==> config.mk <==
export PLATFORM = sky130hd
export DESIGN_NAME = pipe_reg_chain
export DESIGN_NICKNAME = d
export VERILOG_FILES = /design/src/rtl/pipe_pkg.sv /design/src/rtl/pipe_stage.sv /design/src/rtl/pipe_reg_chain.sv
export SDC_FILE = /design/constraint.sdc
export NUM_CORES = 1
export LEC_CHECK = 0
export CAP_MARGIN = 10
export CORE_MARGIN = 8
export CORE_UTILIZATION = 54
export CTS_CLUSTER_SIZE = 16
export DETAILED_ROUTE_END_ITERATION = 7
export GPL_TIMING_DRIVEN = 0
export PLACE_DENSITY = 0.83
export SKIP_LAST_GASP = 1
export SLEW_MARGIN = 30
export SYNTH_ARGS = -nofsm -noshare
export SYNTH_HDL_FRONTEND = slang
export SYNTH_SLANG_ARGS = --single-unit
export TNS_END_PERCENT = 10
==> constraint.sdc <==
create_clock -name clock -period 2.6 [get_ports clock]
set_input_delay 0.52 -clock clock [delete_from_list [all_inputs] [get_ports clock]]
set_output_delay 0.52 -clock clock [all_outputs]
set_load 0.005 [all_outputs]
==> src/rtl/pipe_pkg.sv <==
// Shared constants and helpers for the elastic register pipeline.
package pipe_pkg;

  localparam int unsigned DefaultWidth    = 8;
  localparam int unsigned DefaultDepth    = 3;
  localparam int unsigned DefaultResetVal = 0;

  // Occupancy counter operation chosen each cycle
  typedef enum logic [1:0] {
    OccHold,
    OccInc,
    OccDec,
    OccClr
  } occ_op_e;

  // Width needed to count 0..n inclusive
  function automatic int unsigned clog2_p1(input int unsigned n);
    return (n < 1) ? 1 : $clog2(n + 1);
  endfunction

endpackage

==> src/rtl/pipe_stage.sv <==
// One elastic pipeline stage: a valid bit and a data register with upstream handshake.
module pipe_stage
  import pipe_pkg::*;
#(
  parameter int unsigned      WIDTH     = DefaultWidth,
  parameter logic [WIDTH-1:0] RESET_VAL = WIDTH'(DefaultResetVal)
) (
  input  logic             clock,
  input  logic             reset_n,
  input  logic             flush_i,
  input  logic             rdy_i,
  input  logic             up_valid_i,
  input  logic [WIDTH-1:0] up_data_i,
  output logic             valid_o,
  output logic [WIDTH-1:0] data_o
);

  logic             valid_q, valid_d;
  logic [WIDTH-1:0] data_q, data_d;

  always_comb begin
    valid_d = valid_q;
    data_d  = data_q;
    if (flush_i) begin
      valid_d = 1'b0;
      data_d  = RESET_VAL;
    end else if (rdy_i) begin
      valid_d = up_valid_i;
      // Data only moves with a valid word so bubbles do not toggle the register
      if (up_valid_i) begin
        data_d = up_data_i;
      end
    end
  end

  always_ff @(posedge clock or negedge reset_n) begin
    if (!reset_n) begin
      valid_q <= 1'b0;
      data_q  <= RESET_VAL;
    end else begin
      valid_q <= valid_d;
      data_q  <= data_d;
    end
  end

  assign valid_o = valid_q;
  assign data_o  = data_q;

endmodule

==> src/rtl/pipe_reg_chain.sv <==
// Elastic DEPTH-stage register pipeline with bubble collapsing, flush and occupancy count.
module pipe_reg_chain
  import pipe_pkg::*;
#(
  parameter int unsigned      WIDTH     = DefaultWidth,
  parameter int unsigned      DEPTH     = DefaultDepth,
  parameter logic [WIDTH-1:0] RESET_VAL = WIDTH'(DefaultResetVal)
) (
  input  logic                         clock,
  input  logic                         reset_n,
  input  logic                         flush,
  input  logic                         in_valid,
  output logic                         in_ready,
  input  logic [WIDTH-1:0]             in_data,
  output logic                         out_valid,
  input  logic                         out_ready,
  output logic [WIDTH-1:0]             out_data,
  output logic [clog2_p1(DEPTH)-1:0]   occupancy
);

  localparam int unsigned OccW = clog2_p1(DEPTH);

  logic [DEPTH-1:0] v;
  logic [DEPTH-1:0] rdy;
  logic [DEPTH-1:0] up_v;
  logic [WIDTH-1:0] d    [DEPTH];
  logic [WIDTH-1:0] up_d [DEPTH];

  logic            push, pop;
  occ_op_e         occ_op;
  logic [OccW-1:0] occ_q, occ_d;

  // A stage is ready if it is empty or anything downstream of it will move
  always_comb begin : ready_chain
    logic acc;
    acc = out_ready;
    for (int i = int'(DEPTH) - 1; i >= 0; i--) begin
      acc    = acc | ~v[i];
      rdy[i] = acc;
    end
  end

  always_comb begin
    up_v[0] = in_valid;
    up_d[0] = in_data;
    for (int i = 1; i < int'(DEPTH); i++) begin
      up_v[i] = v[i-1];
      up_d[i] = d[i-1];
    end
  end

  for (genvar g = 0; g < int'(DEPTH); g++) begin : g_stage
    pipe_stage #(
      .WIDTH    (WIDTH),
      .RESET_VAL(RESET_VAL)
    ) u_stage (
      .clock     (clock),
      .reset_n   (reset_n),
      .flush_i   (flush),
      .rdy_i     (rdy[g]),
      .up_valid_i(up_v[g]),
      .up_data_i (up_d[g]),
      .valid_o   (v[g]),
      .data_o    (d[g])
    );
  end

  assign in_ready  = rdy[0] & ~flush & reset_n;
  assign out_valid = v[DEPTH-1];
  assign out_data  = d[DEPTH-1];

  assign push = in_valid & in_ready;
  assign pop  = v[DEPTH-1] & out_ready;

  always_comb begin
    occ_op = OccHold;
    if (flush) begin
      occ_op = OccClr;
    end else if (push && !pop) begin
      occ_op = OccInc;
    end else if (pop && !push) begin
      occ_op = OccDec;
    end
  end

  always_comb begin
    occ_d = occ_q;
    unique case (occ_op)
      OccInc:  occ_d = occ_q + OccW'(1);
      OccDec:  occ_d = occ_q - OccW'(1);
      OccClr:  occ_d = '0;
      default: occ_d = occ_q;
    endcase
  end

  always_ff @(posedge clock or negedge reset_n) begin
    if (!reset_n) begin
      occ_q <= '0;
    end else begin
      occ_q <= occ_d;
    end
  end

  assign occupancy = occ_q;

endmodule
==> flow_summary.json <==
{
  "status": "finished, final reports clean",
  "wirelength_um": 2450,
  "slew_headroom": 0.555,
  "drive_gt1_frac": 0.122,
  "worst_slew_pin_slew_ps": 668,
  "finalHoldViolations": 0,
  "rows": 17,
  "final_nets": 160,
  "rsz0062_at_grt": "false",
  "clockBufferDepth": 2,
  "grt.overflow.total": 0,
  "dr.pass1.iters": 4,
  "htree_num_levels": 2,
  "synth_warnings": 0,
  "syn_nets": 129,
  "crit_fanout": 5,
  "totalPowerFinal_w": 0.000831,
  "critPathKind": "in -> out",
  "n_antenna_cell": 0,
  "hold_path.class": "in -> async",
  "grt_pass1_wl_um": 4330,
  "clk_latency_ps": 320,
  "place_congestion": 0.774,
  "start_util": 0.574,
  "wire_per_inst_um": 14.0,
  "cts_buffers": 5,
  "slew_viol_final": 0,
  "vias_per_cell": 5.27,
  "stdcell_area_um2": 1590,
  "start_kind": "primary input",
  "avgSynthCellArea_um2": 10.9,
  "cts.sinks": 29,
  "die_h_um": 64.5,
  "dr.first_iter.drc_count": 6,
  "worstSetupEndpointType": "output pin",
  "cts-root-buf": "clkbuf_4",
  "arrival_ps": 1770,
  "fp.coreArea_um2": 2210,
  "cts_setup_buffers": 0,
  "crit_required_ps": 2080,
  "ir_drop_mv": 0.425,
  "antenna_found_initial": 0,
  "place_area_um2": 1540,
  "fmax_mhz": 437,
  "ys_seq_area_frac": 0.571,
  "drtAntennaViolNets": 0,
  "die_x_um": 64.5,
  "cts_hold_buf": 0,
  "worst_hold_slack_ps": 228,
  "powerDensity_nw_per_um2": 521,
  "ios": 25,
  "finalCriticalPeriod_ps": 2290,
  "area_growth_pct": 25.5,
  "cts_tree": "built",
  "synth_cell_types": 22,
  "syn_area_um2": 1270,
  "dieArea_um2": 4160,
  "leakage_nw": 0.795,
  "vias": 922,
  "final.setup_skew_ps": 6.41,
  "clkSlewWorstSetupHoldPaths_ps": 90,
  "synth-seq-cells": 29,
  "portBuffers": 24,
  "grt_usage": 0.130,
  "synthCells": 116,
  "finalCritPeriodShare": 0.879,
  "setup_viol": 0,
  "cap_violations": 0,
  "drc_errors": 0,
  "grt_pass1_vias": 957,
  "grt_max_degree": 33
}
[area by class of cell]
type                            instances  area [um^2]
Buffer                                 12         78.8
Clock buffer                            7         55.1
Fill cell                             176          618
Inverter                                1         3.75
Multi-Input combinational cell         74          462
Sequential cell                        29          726
Tap cell                               28         35.0
Timing Repair Buffer                   24          234
[final timing paths]
path | slack [ps] | from | cells past startpoint | end
worst max-delay path | 310 | out_ready | 4 | in_ready
worst min-delay path | 230 | reset_n | 1 | occupancy[0]
worst max register to register | 1150 | g_stage[0].u_stage.valid_o | 4 | occupancy[1]
worst min register to register | 500 | g_stage[0].u_stage.data_o[4] | 1 | g_stage[1].u_stage.data_o[4]
max in group asynchronous | 1940 | reset_n | 1 | g_stage[2].u_stage.data_o[5]
min in group clock | 500 | g_stage[0].u_stage.data_o[4] | 1 | g_stage[1].u_stage.data_o[4]
[per-layer routing]
metal  GRT usage  part of all wire  wire, um  up-vias
met5           0                 0         0        -
met4      0.0736             0.022        53        0
met3      0.0481             0.058       143        8
met2       0.200              0.46      1140       25
met1       0.153              0.45      1120      431
li1            -                 -         -      458
[power breakdown]
part           internal (W)  leakage [nW]  switching [W]
registers          0.000465         0.396      0.0000125
logic             0.0000425         0.368      0.0000419
clock network      0.000127        0.0314       0.000141
[metrics by stage]
stage,cells,TNS (ps),util,setup slack [ps]
final,175,0,0.721,314
after CTS,175,0,0.721,285
after detailed placement,168,0,0.696,16.9
after global routing,175,0,0.721,233
after global placement,168,-895,0.699,-663
after floorplan,116,0,-,1140
[placed cells by master, fill, tap and decap left out, types with 2 or more instances in the layout]
cell             instances
dfrtp_1                 29
clkdlybuf4s50_1         22
nor2_1                  15
nand2_1                 12
a21oi_1                 10
buf_4                    9
nand3_1                  8
a22o_1                   8
mux2i_1                  8
clkbuf_4                 5
clkbuf_1                 4
xnor2_1                  2
[synthesized netlist by cell type]
cell      number  share of area
inv_1          1         0.0030
nand2_1       12          0.035
nand3_1        8          0.032
xnor2_1        2          0.014
nor4bb_1       1         0.0079
nor2b_1        1         0.0049
nand3b_1       1         0.0059
nor3_2         1         0.0079
clkbuf_1       3         0.0089
nand4b_4       1          0.019
buf_4          9          0.053
and4b_1        1         0.0079
a22o_1         8          0.055
nor3_1         1         0.0039
nor2_1        15          0.044
nand2b_1       1         0.0049
a311oi_1       1         0.0069
nor3b_1        1         0.0059
o21a_1         1         0.0059
a21oi_1       10          0.039
mux2i_1        8          0.063
dfrtp_1       29           0.57
[cell families (layout without fill, tap and decap cells)]
kind of cell,Yosys count,after routing,synth area share
buffers and inverters,13,44,0.0650
and+or+nand+nor,44,44,0.179
muxes,8,8,0.0631
xor gates and xnor gates,2,2,0.0138
DFF,29,29,0.571
AOI/OAI and AO/OA,20,20,0.107
[flip-flops by register name, summed over array words and instances (netlist names)]
signal,count
g_stage.u_stage.data_o,24
occupancy,2
g_stage.u_stage.valid_o,3
[worst max-delay path: stages]
cell             delay, ps
clkdlybuf4s50_1        530
and4b_1                260
nor3b_1                190
dlygate4sd2_1          260
[repair_timing]
action,CTS,global route
hold endpoints to repair,0,0
resized for setup,1,0
setup endpoints to repair,1,0
(Power assumes the default switching activity.)
